<file path="src/rtl/rtc_bus_pkg.sv">
// Shared types and constants for the RTC parallel-bus arbiter: FSM states,
// idle bus levels, the RTC control register map and default phase timing.
package rtc_bus_pkg;

    typedef enum logic [2:0] {
        S_IDLE,
        S_ADDR,
        S_ALATCH,
        S_STROBE,
        S_HOLD,
        S_GAP
    } state_e;

    localparam logic       IDLE_AD   = 1'b1;
    localparam logic       IDLE_CS   = 1'b1;
    localparam logic       IDLE_WR   = 1'b1;
    localparam logic       IDLE_RD   = 1'b1;
    localparam logic       IDLE_OE   = 1'b0;
    localparam logic [7:0] IDLE_DATA = 8'h00;

    // RTC control register and its mode bits
    localparam logic [7:0] REG_CTRL    = 8'h00;
    localparam int         CTRL_CHRONO = 3;
    localparam int         CTRL_FORMAT = 4;
    localparam int         CTRL_LOCK   = 5;

    localparam int T_SETUP_DEF = 2;
    localparam int T_PULSE_DEF = 4;
    localparam int T_HOLD_DEF  = 2;
    localparam int T_GAP_DEF   = 3;

endpackage

</file>
<file path="src/rtl/rtc_bus_arbiter_if.sv">
// Requester-side handshake plus the RTC pad-side bus signals of the arbiter.
// The arbiter takes the master modport; requesters and pad logic the slave.
interface rtc_bus_arbiter_if #(
    parameter int N = 4
);
    localparam int GW = $clog2(N);

    logic [N-1:0]   req;
    logic [N-1:0]   req_we;
    logic [8*N-1:0] req_addr;
    logic [8*N-1:0] req_wdata;
    logic [N-1:0]   ack;
    logic [7:0]     rdata;
    logic           busy;
    logic [GW-1:0]  gnt_id;
    logic           ad;
    logic           cs;
    logic           wr;
    logic           rd;
    logic [7:0]     ad_out;
    logic           ad_oe;
    logic [7:0]     ad_in;

    modport master (
        input  req, req_we, req_addr, req_wdata, ad_in,
        output ack, rdata, busy, gnt_id, ad, cs, wr, rd, ad_out, ad_oe
    );

    modport slave (
        output req, req_we, req_addr, req_wdata, ad_in,
        input  ack, rdata, busy, gnt_id, ad, cs, wr, rd, ad_out, ad_oe
    );

endinterface

</file>
<file path="src/rtl/rtc_bus_arbiter_rr_arbiter.sv">
// Combinational N-way round-robin pick: first set request strictly after
// i_ptr, wrapping around, returned as a one-hot grant and an index.
module rr_arbiter #(
    parameter int N  = 4,
    parameter int IW = $clog2(N)
) (
    input  logic [N-1:0]  i_req,
    input  logic [IW-1:0] i_ptr,
    output logic [N-1:0]  o_gnt,
    output logic [IW-1:0] o_idx,
    output logic          o_valid
);

    always_comb begin
        int            v_j;
        logic [IW-1:0] v_idx;
        // NOTE: every output gets a default first so no path leaves a latch.
        o_gnt   = '0;
        o_idx   = '0;
        o_valid = 1'b0;
        v_j     = 0;
        v_idx   = '0;
        for (int k = 1; k <= N; k++) begin
            v_j   = (int'(i_ptr) + k) % N;
            v_idx = IW'(v_j);
            if (!o_valid && i_req[v_idx]) begin
                o_valid      = 1'b1;
                o_idx        = v_idx;
                o_gnt[v_idx] = 1'b1;
            end
        end
    end

endmodule

</file>
<file path="src/rtl/rtc_bus_arbiter.sv">
// Sole master of the multiplexed RTC bus: round-robin grants one requester
// at a time a full address-latch plus data-strobe cycle, then acks it.
module rtc_bus_arbiter
    import rtc_bus_pkg::*;
#(
    parameter int N       = 4,
    parameter int T_SETUP = T_SETUP_DEF,
    parameter int T_PULSE = T_PULSE_DEF,
    parameter int T_HOLD  = T_HOLD_DEF,
    parameter int T_GAP   = T_GAP_DEF
) (
    input  logic         i_clock,
    input  logic         i_reset,
    rtc_bus_arbiter_if.master bus
);

    localparam int GW = $clog2(N);

    state_e        r_state;
    logic [7:0]    r_cnt;
    logic [GW-1:0] r_ptr;
    logic [GW-1:0] r_gnt_id;
    logic [N-1:0]  r_gnt_oh;
    logic [N-1:0]  r_ack;
    logic          r_we;
    logic [7:0]    r_wdata;
    logic [7:0]    r_rd_cap;
    logic [7:0]    r_rdata;
    logic          r_busy;
    logic          r_ad;
    logic          r_cs;
    logic          r_wr;
    logic          r_rd;
    logic          r_ad_oe;
    logic [7:0]    r_ad_out;

    logic [N-1:0]  w_gnt;
    logic [GW-1:0] w_idx;
    logic          w_valid;
    logic [7:0]    w_sel_addr;
    logic [7:0]    w_sel_wdata;
    logic          w_sel_we;
    logic          w_last;

    rr_arbiter #(.N(N), .IW(GW)) u_rr (
        .i_req   (bus.req),
        .i_ptr   (r_ptr),
        .o_gnt   (w_gnt),
        .o_idx   (w_idx),
        .o_valid (w_valid)
    );

    always_comb begin
        w_sel_addr  = '0;
        w_sel_wdata = '0;
        w_sel_we    = 1'b0;
        for (int i = 0; i < N; i++) begin
            if (w_gnt[i]) begin
                w_sel_addr  = bus.req_addr[8*i +: 8];
                w_sel_wdata = bus.req_wdata[8*i +: 8];
                w_sel_we    = bus.req_we[i];
            end
        end
    end

    // Terminal count is 1, so a phase parameter of 1 lasts exactly one clock
    assign w_last = (r_cnt == 8'd1);

    // NOTE: all state and outputs are registered with non-blocking assignments
    // so every register samples the pre-edge values of the others.
    always_ff @(posedge i_clock) begin
        if (i_reset) begin
            r_state  <= S_IDLE;
            r_cnt    <= '0;
            r_ptr    <= GW'(N-1);
            r_gnt_id <= '0;
            r_gnt_oh <= '0;
            r_ack    <= '0;
            r_we     <= 1'b0;
            r_wdata  <= '0;
            r_rd_cap <= '0;
            r_rdata  <= IDLE_DATA;
            r_busy   <= 1'b0;
            r_ad     <= IDLE_AD;
            r_cs     <= IDLE_CS;
            r_wr     <= IDLE_WR;
            r_rd     <= IDLE_RD;
            r_ad_oe  <= IDLE_OE;
            r_ad_out <= IDLE_DATA;
        end else begin
            r_ack <= '0;
            case (r_state)
                S_IDLE: begin
                    if (w_valid) begin
                        r_state  <= S_ADDR;
                        r_cnt    <= 8'(T_SETUP);
                        r_ptr    <= w_idx;
                        r_gnt_id <= w_idx;
                        r_gnt_oh <= w_gnt;
                        r_we     <= w_sel_we;
                        r_wdata  <= w_sel_wdata;
                        r_busy   <= 1'b1;
                        r_ad_oe  <= 1'b1;
                        r_ad_out <= w_sel_addr;
                    end
                end
                S_ADDR: begin
                    if (w_last) begin
                        r_state <= S_ALATCH;
                        r_ad    <= 1'b0;
                    end else begin
                        r_cnt <= r_cnt - 8'd1;
                    end
                end
                S_ALATCH: begin
                    r_state  <= S_STROBE;
                    r_cnt    <= 8'(T_PULSE);
                    r_cs     <= 1'b0;
                    r_wr     <= ~r_we;
                    r_rd     <= r_we;
                    r_ad_oe  <= r_we;
                    r_ad_out <= r_we ? r_wdata : IDLE_DATA;
                end
                S_STROBE: begin
                    if (w_last) begin
                        r_state  <= S_HOLD;
                        r_cnt    <= 8'(T_HOLD);
                        r_cs     <= 1'b1;
                        r_wr     <= 1'b1;
                        r_rd     <= 1'b1;
                        r_rd_cap <= bus.ad_in;
                    end else begin
                        r_cnt <= r_cnt - 8'd1;
                    end
                end
                S_HOLD: begin
                    if (w_last) begin
                        r_state  <= S_GAP;
                        r_cnt    <= 8'(T_GAP);
                        r_ack    <= r_gnt_oh;
                        r_rdata  <= r_we ? IDLE_DATA : r_rd_cap;
                        r_ad     <= IDLE_AD;
                        r_cs     <= IDLE_CS;
                        r_wr     <= IDLE_WR;
                        r_rd     <= IDLE_RD;
                        r_ad_oe  <= IDLE_OE;
                        r_ad_out <= IDLE_DATA;
                    end else begin
                        r_cnt <= r_cnt - 8'd1;
                    end
                end
                S_GAP: begin
                    // Read data is only presented alongside the ack pulse
                    r_rdata <= IDLE_DATA;
                    if (w_last) begin
                        r_state <= S_IDLE;
                        r_busy  <= 1'b0;
                    end else begin
                        r_cnt <= r_cnt - 8'd1;
                    end
                end
                default: r_state <= S_IDLE;
            endcase
        end
    end

    assign bus.ack    = r_ack;
    assign bus.rdata  = r_rdata;
    assign bus.busy   = r_busy;
    assign bus.gnt_id = r_gnt_id;
    assign bus.ad     = r_ad;
    assign bus.cs     = r_cs;
    assign bus.wr     = r_wr;
    assign bus.rd     = r_rd;
    assign bus.ad_out = r_ad_out;
    assign bus.ad_oe  = r_ad_oe;

endmodule
</file>
<file path="src/flat_wrapper.sv">
// flat-port wrapper written by rule: the top's interface ports become plain ports
module rtc_bus_arbiter_flat import rtc_bus_pkg::*;
#(
    parameter int N       = 4,
    parameter int T_SETUP = T_SETUP_DEF,
    parameter int T_PULSE = T_PULSE_DEF,
    parameter int T_HOLD  = T_HOLD_DEF,
    parameter int T_GAP   = T_GAP_DEF
)
  (i_clock, i_reset, bus_req, bus_req_we, bus_req_addr, bus_req_wdata, bus_ad_in, bus_ack, bus_rdata, bus_busy, bus_gnt_id, bus_ad, bus_cs, bus_wr, bus_rd, bus_ad_out, bus_ad_oe);
  rtc_bus_arbiter_if #(.N(N)) bus_i ();
  input  logic i_clock;
  input  logic i_reset;
  input wire logic [$bits(bus_i.req)-1:0] bus_req;
  input wire logic [$bits(bus_i.req_we)-1:0] bus_req_we;
  input wire logic [$bits(bus_i.req_addr)-1:0] bus_req_addr;
  input wire logic [$bits(bus_i.req_wdata)-1:0] bus_req_wdata;
  input wire logic [$bits(bus_i.ad_in)-1:0] bus_ad_in;
  output wire logic [$bits(bus_i.ack)-1:0] bus_ack;
  output wire logic [$bits(bus_i.rdata)-1:0] bus_rdata;
  output wire logic [$bits(bus_i.busy)-1:0] bus_busy;
  output wire logic [$bits(bus_i.gnt_id)-1:0] bus_gnt_id;
  output wire logic [$bits(bus_i.ad)-1:0] bus_ad;
  output wire logic [$bits(bus_i.cs)-1:0] bus_cs;
  output wire logic [$bits(bus_i.wr)-1:0] bus_wr;
  output wire logic [$bits(bus_i.rd)-1:0] bus_rd;
  output wire logic [$bits(bus_i.ad_out)-1:0] bus_ad_out;
  output wire logic [$bits(bus_i.ad_oe)-1:0] bus_ad_oe;
  assign bus_i.req = bus_req;
  assign bus_i.req_we = bus_req_we;
  assign bus_i.req_addr = bus_req_addr;
  assign bus_i.req_wdata = bus_req_wdata;
  assign bus_i.ad_in = bus_ad_in;
  assign bus_ack = bus_i.ack;
  assign bus_rdata = bus_i.rdata;
  assign bus_busy = bus_i.busy;
  assign bus_gnt_id = bus_i.gnt_id;
  assign bus_ad = bus_i.ad;
  assign bus_cs = bus_i.cs;
  assign bus_wr = bus_i.wr;
  assign bus_rd = bus_i.rd;
  assign bus_ad_out = bus_i.ad_out;
  assign bus_ad_oe = bus_i.ad_oe;
  rtc_bus_arbiter #(.N(N), .T_SETUP(T_SETUP), .T_PULSE(T_PULSE), .T_HOLD(T_HOLD), .T_GAP(T_GAP)) u_core (.i_clock(i_clock), .i_reset(i_reset), .bus(bus_i));
endmodule
</file>
<file path="config.mk">
export PLATFORM = sky130hd
export DESIGN_NAME = rtc_bus_arbiter_flat
export DESIGN_NICKNAME = d
export VERILOG_FILES = /design/src/rtl/rtc_bus_pkg.sv /design/src/rtl/rtc_bus_arbiter_if.sv /design/src/rtl/rtc_bus_arbiter_rr_arbiter.sv /design/src/rtl/rtc_bus_arbiter.sv /design/src/flat_wrapper.sv
export SDC_FILE = /design/constraint.sdc
export NUM_CORES = 1
export LEC_CHECK = 0
export CAP_MARGIN = 0
export CORE_MARGIN = 2
export CORE_UTILIZATION = 61
export CTS_CLUSTER_DIAMETER = 40
export CTS_CLUSTER_SIZE = 28
export DETAILED_ROUTE_END_ITERATION = 8
export DONT_BUFFER_PORTS = 1
export PLACE_DENSITY = 0.77
export SKIP_CTS_REPAIR_TIMING = 1
export SLEW_MARGIN = 20
export SYNTH_ARGS = -nofsm -noshare
export SYNTH_HDL_FRONTEND = slang
export SYNTH_HIERARCHICAL = 1
export SYNTH_SLANG_ARGS = --single-unit
</file>
<file path="constraint.sdc">
create_clock -name i_clock -period 4.3 [get_ports i_clock]
set_input_delay 0 -clock i_clock [delete_from_list [all_inputs] [get_ports i_clock]]
set_output_delay 0 -clock i_clock [all_outputs]
set_load 0.01 [all_outputs]
</file>
==> flow_summary.json, run 1 <==
{
  "path_max_fanout": 11,
  "synth-adder-area-share": 0.03385,
  "wl_met3_um": 885,
  "hold_violations": 4,
  "synth_edf_count": 0,
  "synth.area.mux_share": 0.04807,
  "dr.pass1.iters": 5,
  "fmax_mhz": 264.0,
  "cts.clk_slew.worst_paths_ns": 0.08,
  "syn_inst": 455,
  "rsz0062_at_grt": "no",
  "nets": 556,
  "tightest_slew_ns": 0.9783,
  "synth_area_um2": 3696,
  "topRoutingLayerUsed": "met4",
  "placed_cells": 497,
  "hp-class": "input port to flip-flop",
  "hold-worst-slack_ns": -0.02930,
  "crit_chain": "inv_1 -> ha_1 -> inv_1 -> a31oi_1 -> o31ai_1 -> a2111o_1 -> nor2b_1 -> buf_4 -> a221o_1 -> nand3_1 -> a21oi_1",
  "postSynthAreaPerCell_um2": 8.123,
  "irDropWorstVdd_mv": 0.3372,
  "wl_met1_um": 4308,
  "drc": 0,
  "synth_top_family_by_area": "compound AO/OA/AOI/OAI gates",
  "worst_path_max_delay_cell": "dfxtp_1",
  "synth-simple-area-share": 0.2099,
  "postSynthNetCount": 547,
  "final_cell_mix": "dfxtp_1, a21oi_1, nand2_1",
  "synth_compound_area_frac": 0.3074,
  "cts_root_buffer": "clkbuf_8",
  "fill_cells": 476,
  "cp.depth": 11,
  "die_h_um": 81.84,
  "cp.arrival_ns": 4.06,
  "clk_latency_ns": 0.35,
  "yosys_register_bits": 62,
  "worstPathRequired_ns": 4.57,
  "violations": "negative hold slack",
  "num_vias": 3684,
  "start_util": 0.6280,
  "setup_tns_ns": 0,
  "period_needed_ns": 3.787,
  "route.met2.wl_um": 4752,
  "netlist_top_cells_area": "dfxtp_1, a21oi_1, o21ai_0",
  "io_buffers": 0,
  "drv_cap": 0,
  "drt_wl_total_um": 10100,
  "finalCritPeriodShare": 0.8808,
  "crit_family": "compound AO/OA/AOI/OAI gates",
  "postRouteAntennaNets": 0,
  "grt_max_degree": 34,
  "antenna_found_initial": 0,
  "hold_depth": 3,
  "crit_path_frequent_cell": "inv_1",
  "cp-end-kind": "flip-flop",
  "viasPerCell": 6.772,
  "pin_count": 110,
  "leakage_uw": 0.001598,
  "yosysTopAreaCell": "dfxtp_1",
  "final_common_cell": "dfxtp_1",
  "syn2layout_area_growth_pct": 13.07,
  "grt_overflow_total": 0,
  "cp.buffers_inverters": 3,
  "cts_buffers": 9,
  "slew_headroom": 0.3418,
  "grt_pass1_wl_um": 15050,
  "critPathLaunchType": "flip-flop",
  "diodes": 0,
  "design.die.area_um2": 6698,
  "drive_gt1_frac": 0.07889,
  "p_per_area_nw_per_um2": 427.8,
  "htree_levels": 3,
  "gp_congestion": 0.9983,
  "slowest_delay_ns": 0.56,
  "ys.flop_type": "dfxtp_1",
  "rows": 28,
  "ff2ff_setup_slack_ns": 0.51,
  "core_area_um2": 5886,
  "routedWlPerCell_um": 18.57,
  "fp.dieW_um": 81.84,
  "dpl.hpwl_um": 6641,
  "synth.distinct_cells": 58,
  "synth-async-reset-ratio": 0,
  "tritoncts": "built",
  "stdcell_count": 544,
  "setup_violations": 0,
  "synth-xor-area-share": 0.002370,
  "synth-seq-area-share": 0.3358,
  "clock_skew_ns": 0.008685,
  "ff2ff_path_depth": 11,
  "yosysWarnings": 6,
  "numClockSinks": 62,
  "slew_viol_final": 0,
  "grt_usage": 0.2865,
  "drtIter0Drc": 446,
  "yosys.area.top_type_share": 0.3358,
  "status": "finished, violations left",
  "clock_path_buffers": 2,
  "grt_pass1_vias": 3161,
  "critical_path_class": "flip-flop to flip-flop"
}
## synthesized netlist by cell type, drive strengths merged, types with 6 or more instances
cell type and count:
mux2i 11, o31ai 7, or4 7, a31oi 13, a211o 8, a22oi 9
nand4 6, nand3 13, nand2b 17, inv 13, a221o 9, o22ai 10
ha 10, nor2 23, nand2 43, dfxtp 62, a211oi 6, buf 10
clkbuf 28, a21oi 51, o21ai 34
## worst register-to-register path, cell delays in order, from the launching register on
cell,delay [ns]
dfxtp_1,0.56
inv_1,0.22
ha_1,0.54
inv_1,0.22
a31oi_1,0.43
o31ai_1,0.13
a2111o_1,0.38
nor2b_1,0.52
buf_4,0.28
a221o_1,0.15
nand3_1,0.10
a21oi_1,0.19
## metal layers
metal | vias up | global-route usage
li1 | 1727 | -
met1 | 1737 | 0.4046
met2 | 195 | 0.4220
met3 | 25 | 0.06374
met4 | 0 | 0.1150
met5 | - | 0
## layout make-up
class	instances	area, um^2	share of cell area
Tap cell	75	93.84	0.02246
Sequential cell	62	1241	0.2970
Inverter	14	52.55	0.01257
Timing Repair Buffer	36	357.8	0.08563
Multi-Input combinational cell	341	2230	0.5335
Clock buffer	9	123.9	0.02964
Clock inverter	7	80.08	0.01916
## cell families (layout without fill, tap and decap cells)
| kind of cell | after synthesis | in the layout |
|---|---|---|
| buffers and inverters | 52 | 66 |
| flip-flops | 62 | 62 |
| multiplexers | 15 | 15 |
| AO/OA/AOI/OAI | 171 | 171 |
| AND/OR/NAND/NOR | 144 | 144 |
| adder cells (fa/ha/maj) | 10 | 10 |
| XOR/XNOR | 1 | 1 |
## worst paths after layout
check	start	endpoint
max	u_core/r_ptr[1]$_SDFFE_PP1P_	u_core/r_wdata[1]$_SDFFE_PP0P_
min	bus_req_wdata[18]	u_core/r_wdata[2]$_SDFFE_PP0P_
max reg2reg	u_core/r_ptr[1]$_SDFFE_PP1P_	u_core/r_wdata[1]$_SDFFE_PP0P_
min reg2reg	u_core/r_gnt_oh[2]$_SDFFE_PP0P_	u_core/r_gnt_oh[2]$_SDFFE_PP0P_
## stage by stage
step	util	instance area [um^2]	power, uW	setup WS [ns]
2_1_floorplan	-	3696	1131	0.6238
3_3_place_gp	0.6210	3655	1194	0.8883
3_5_place_dp	0.6210	3655	1211	0.7008
4_1_cts	0.6556	3859	1744	0.6714
5_1_grt	0.7100	4179	1874	0.2722
6_report	0.7100	4179	1788	0.5127
## power breakdown
group | switching, uW | leakage (uW) | internal, uW
clock | 262 | 0.000103 | 277
combinational | 319 | 0.000988 | 241
sequential | 61.8 | 0.000507 | 627
## state kept, by name (all words and copies together) (netlist names), 2 cells and up
signal,count
u_core/bus.ack,4
u_core/bus.ad_out,8
u_core/bus.gnt_id,2
u_core/bus.rdata,8
u_core/r_cnt,8
u_core/r_gnt_oh,4
u_core/r_ptr,2
u_core/r_rd_cap,8
u_core/r_state,3
u_core/r_wdata,8
Power figures use the tool's default switching activity.
==> inputs of run 2 (changes only) <==
BUFFER_PORTS_ARGS = -buffer_cell sky130_fd_sc_hd__buf_4   (was not set)
CORE_UTILIZATION = 52   (was 61)
DONT_BUFFER_PORTS = not set   (was 1)
PLACE_DENSITY = 0.8   (was 0.77)
==> run 2 against run 1 <==
Effect of this change: the flow still finishes with violations (negative hold slack); clock power is 16% lower; first-iteration DRC count shrank 15%; global-route usage down 1.3 points; cell count rose by 21%; sequential share of layout area fell by 4.0 points; clock skew decreased by 0.0012 ns; via count increased by 7.1%; combinational power rose by 15%; sequential power down 1%; setup slack better by 0.18 ns; critical path type unchanged; critical endpoint is now u_core/bus.ad_out[0]$_SDFFE_PP0P_; largest cell class unchanged.
==> flow_summary.json, run 2 (synthesized netlist as in run 1, its figures left out) <==
{
  "cp-end-kind": "flip-flop",
  "pin_count": 110,
  "grt_pass1_wl_um": 16930,
  "io_buffers": 109,
  "leakage_uw": 0.002045,
  "drtIter0Drc": 381,
  "multi_input_area_um2": 2230,
  "worstPathRequired_ns": 4.55,
  "status": "finished, violations left",
  "clk_latency_ns": 0.33,
  "drv_cap": 0,
  "grt_pass1_vias": 3535,
  "ff_latch_area_um2": 1241,
  "dr.pass1.iters": 5,
  "syn2layout_area_growth_pct": 30.50,
  "design.die.area_um2": 7798,
  "cts_buffers": 9,
  "final_cell_mix": "buf_4, dfxtp_1, a21oi_1",
  "final_core_util": 0.7060,
  "fmax_mhz": 277.1,
  "drive_gt1_frac": 0.2536,
  "die_h_um": 88.31,
  "diodes": 0,
  "fp.dieW_um": 88.31,
  "rsz0062_at_grt": "no",
  "preCtsSetupSlack_ns": 0.7720,
  "gp_congestion": 0.9168,
  "grt_usage": 0.2736,
  "htree_levels": 3,
  "slew_viol_final": 0,
  "path_max_fanout": 19,
  "core_area_um2": 6832,
  "rows": 30,
  "worst_path_max_delay_cell": "ha_1",
  "hp-class": "input port to flip-flop",
  "final_common_cell": "buf_4",
  "clock_path_buffers": 2,
  "irDropWorstVdd_mv": 0.2632,
  "grt_use_met1": 0.3590,
  "drc": 0,
  "grt_max_degree": 34,
  "use_met3": 0.05597,
  "grt.busiest_layer": "met2",
  "crit_family": "compound AO/OA/AOI/OAI gates",
  "antenna_found_initial": 0,
  "cp.buffers_inverters": 4,
  "hold_violations": 2,
  "cp.arrival_ns": 3.85,
  "hold-worst-slack_ns": -0.008517,
  "critical_path_class": "flip-flop to flip-flop",
  "routedWlPerCell_um": 16.54,
  "finalCritPeriodShare": 0.8391,
  "tightest_slew_ns": 0.9927,
  "period_needed_ns": 3.608,
  "clock_skew_ns": 0.007524,
  "drt_wl_total_um": 10850,
  "grt_overflow_total": 0,
  "fill_cells": 541,
  "cts_root_buffer": "clkbuf_8",
  "violations": "negative hold slack",
  "postRouteAntennaNets": 0,
  "viasPerCell": 6.015,
  "setup_violations": 0,
  "slowest_delay_ns": 0.55,
  "p_per_area_nw_per_um2": 368.6,
  "grtUsageMet2": 0.4559,
  "nets": 649,
  "dpl.hpwl_um": 7526,
  "crit_chain": "inv_1 -> ha_1 -> inv_1 -> a31oi_1 -> o31ai_1 -> a2111o_1 -> buf_4 -> nor2b_1 -> buf_4 -> a22oi_1 -> a211o_1 -> a31oi_1",
  "setup_tns_ns": 0,
  "tritoncts": "built",
  "slew_headroom": 0.3321,
  "setup_slack_ns": 0.6918,
  "num_vias": 3946,
  "numClockSinks": 62,
  "critPathLaunchType": "flip-flop",
  "start_util": 0.5410,
  "cts.clk_slew.worst_paths_ns": 0.06
}
-- run 2: final timing paths --
kind	startpoint	end	slack (ns)	cells past startpoint
worst max-delay path	u_core/r_ptr[1]$_SDFFE_PP1P_	u_core/bus.ad_out[0]$_SDFFE_PP0P_	0.69	12
worst min-delay path	bus_req_wdata[28]	u_core/r_wdata[4]$_SDFFE_PP0P_	-0.009	3
worst max register to register	u_core/r_ptr[1]$_SDFFE_PP1P_	u_core/bus.ad_out[0]$_SDFFE_PP0P_	0.69	12
worst min register to register	u_core/r_gnt_oh[0]$_SDFFE_PP0P_	u_core/r_gnt_oh[0]$_SDFFE_PP0P_	0.45	2
-- run 2: where the power goes --
part | internal [uW] | switching [uW]
Clock | 249 | 203
Combinational | 298 | 348
Sequential | 628 | 52.4
-- run 2: worst min-delay path, cell delays in order --
cell and delay, ns:
buf_4 0.08, a21oi_1 0.05, a21oi_1 0.14
-- run 2: routing by layer --
metal / wire length (um) / vias to the layer above / share of wire
li1: - / 1909 / -
met1: 4598 / 1831 / 0.42
met2: 5381 / 182 / 0.50
met3: 691 / 24 / 0.064
met4: 177 / 0 / 0.016
met5: 0 / - / 0
-- run 2: area by class of cell --
class,count,area share
Tap cell,96,0.02490
Clock inverter,1,0.001038
Timing Repair Buffer,129,0.2086
Sequential cell,62,0.2573
Multi-Input combinational cell,341,0.4623
Inverter,14,0.01089
Clock buffer,13,0.03502
-- run 2: metrics by stage --
step                power (uW)  hold WS [ns]  std cells  cell area, um^2
finish                    1778     -0.008517        656             4823
global route              1873       0.01065        656             4823
CTS                       1764       -0.1070        641             4673
detailed placement        1309        0.2394        627             4499
global placement          1297        0.2321        627             4499
floorplan                 1131        0.1439        455             3696
==> inputs of run 3 (changes only) <==
clock period = 3.7 ns   (was 4.3 ns; I/O delays follow)
==> run 3 against run 2 <==
Effect of this change: the run still ends with negative hold slack left; setup slack lost 0.26 ns; clock skew grew 0.0069 ns; worst hold slack lost 0.0081 ns; wire length shrank 1.3%; non-clock buffer count grew 3; utilization grew 1.2 points; first-iteration DRC count shrank 28%; critical endpoint is now u_core/bus.ad_out[5]$_SDFFE_PP0P_; largest cell class unchanged; global-route usage grew 0.63 points; sequential power grew 15%; clock power grew 51%; power grew 26%.
==> flow_summary.json, run 3 (synthesized netlist as in run 1, its figures left out) <==
{
  "cp.arrival_ns": 3.46,
  "nets": 652,
  "pin_count": 110,
  "start_util": 0.5410,
  "rows": 30,
  "setup_tns_ns": 0,
  "crit_family": "compound AO/OA/AOI/OAI gates",
  "tritoncts": "built",
  "worst_path_max_delay_cell": "clkinv_1",
  "grt_usage": 0.2799,
  "dr.pass1.iters": 5,
  "tightest_slew_ns": 0.8768,
  "dpl.hpwl_um": 7466,
  "drtIter0Drc": 273,
  "worstPathRequired_ns": 3.90,
  "hp-class": "input port to flip-flop",
  "clock_skew_ns": 0.01444,
  "slew_headroom": 0.4110,
  "violations": "negative hold slack",
  "crit_path_frequent_cell": "a31oi_1",
  "cts.clk_slew.worst_paths_ns": 0.08,
  "drive_gt1_frac": 0.2602,
  "htree_levels": 3,
  "ff_latch_area_um2": 1241,
  "die_h_um": 88.31,
  "status": "finished, violations left",
  "critPathLaunchType": "flip-flop",
  "drv_cap": 0,
  "fill_cells": 552,
  "diodes": 0,
  "multi_input_area_um2": 2230,
  "crit_chain": "inv_1 -> ha_1 -> nor4bb_1 -> a31oi_1 -> o31ai_1 -> a2111o_1 -> clkinv_1 -> o22ai_1 -> a211o_1 -> a31oi_1",
  "syn2layout_area_growth_pct": 32.63,
  "power.switching_uw": 762.0,
  "finalCritPeriodShare": 0.8823,
  "p_clk_frac": 0.305,
  "cp.buffers_inverters": 2,
  "slowest_delay_ns": 0.53,
  "drt_wl_total_um": 10710,
  "gp_congestion": 0.9306,
  "setup_violations": 0,
  "core_area_um2": 6832,
  "p_per_area_nw_per_um2": 455.8,
  "numClockSinks": 62,
  "slew_viol_final": 0,
  "hold-worst-slack_ns": -0.01666,
  "rsz0062_at_grt": "no",
  "final_common_cell": "buf_4",
  "clock_path_buffers": 2,
  "clk_latency_ns": 0.34,
  "ff2ff_setup_slack_ns": 0.44,
  "pwr-share-seq": 0.350,
  "grt_overflow_total": 0,
  "hold_violations": 1,
  "routedWlPerCell_um": 16.21,
  "drc": 0,
  "fmax_mhz": 306.3,
  "cts_buffers": 9,
  "grt_max_degree": 34,
  "pwr-share-comb": 0.345,
  "postRouteAntennaNets": 0,
  "internal_power_uw": 1472,
  "grt_pass1_vias": 3541,
  "irDropWorstVdd_mv": 0.2560,
  "swShare": 0.3410,
  "viasPerCell": 6.067,
  "antenna_found_initial": 0,
  "period_needed_ns": 3.264,
  "grt_pass1_wl_um": 17230,
  "cp-end-kind": "flip-flop",
  "fp.dieW_um": 88.31,
  "leakage_uw": 0.002076,
  "critical_path_class": "flip-flop to flip-flop",
  "final_cell_mix": "buf_4, dfxtp_1, a21oi_1",
  "path_max_fanout": 17,
  "cts_root_buffer": "clkbuf_8",
  "io_buffers": 109,
  "design.die.area_um2": 7798,
  "num_vias": 4010
}
run 3: final timing paths:
check | from | end | depth (start not counted)
worst max-delay path | u_core/r_ptr[1]$_SDFFE_PP1P_ | u_core/bus.ad_out[5]$_SDFFE_PP0P_ | 10
worst min-delay path | bus_req_wdata[24] | u_core/r_wdata[0]$_SDFFE_PP0P_ | 3
worst max register to register | u_core/r_ptr[1]$_SDFFE_PP1P_ | u_core/bus.ad_out[5]$_SDFFE_PP0P_ | 10
worst min register to register | u_core/r_rd_cap[3]$_SDFFE_PP0P_ | u_core/bus.rdata[3]$_SDFFE_PP0P_ | 2
run 3: worst reg2reg max path, stage by stage (launching register included):
cell and delay [ns]:
dfxtp_1 0.34, inv_1 0.13, ha_1 0.44, nor4bb_1 0.32
a31oi_1 0.13, o31ai_1 0.26, a2111o_1 0.40, clkinv_1 0.53
o22ai_1 0.34, a211o_1 0.14, a31oi_1 0.08
run 3: area by class of cell:
type                            instances  share of cell area
Sequential cell                        62              0.2532
Clock buffer                            9             0.02527
Multi-Input combinational cell        341              0.4548
Timing Repair Buffer                  132              0.2103
Inverter                               14             0.01072
Tap cell                               96             0.02450
Clock inverter                          7             0.02118
run 3: power by group through the flow:
stage                     Combinational, uW  Sequential (uW)  Clock [uW]
final                                   771              782         682
after detailed placement                737              794           0
after CTS                               742              781         692
after floorplan                         524              790           0
after global routing                    843              790         720
after global placement                  722              792           0
run 3: stage by stage:
stage / setup slack [ns] / area (um^2) / power (uW) / utilization / cells
floorplan: 0.02384 / 3696 / 1314 / - / 455
global placement: 0.6461 / 4514 / 1514 / 0.6608 / 629
detailed placement: 0.5249 / 4514 / 1531 / 0.6608 / 629
CTS: 0.5095 / 4742 / 2215 / 0.6941 / 645
global route: 0.1203 / 4902 / 2353 / 0.7176 / 661
finish: 0.4356 / 4902 / 2234 / 0.7176 / 661
run 3: layer usage:
layer / global-route usage / part of all wire / vias up
li1: - / - / 1918
met1: 0.4050 / 0.43 / 1893
met2: 0.4204 / 0.47 / 185
met3: 0.05504 / 0.081 / 14
met4: 0.09091 / 0.014 / 0
met5: 0 / 0 / -
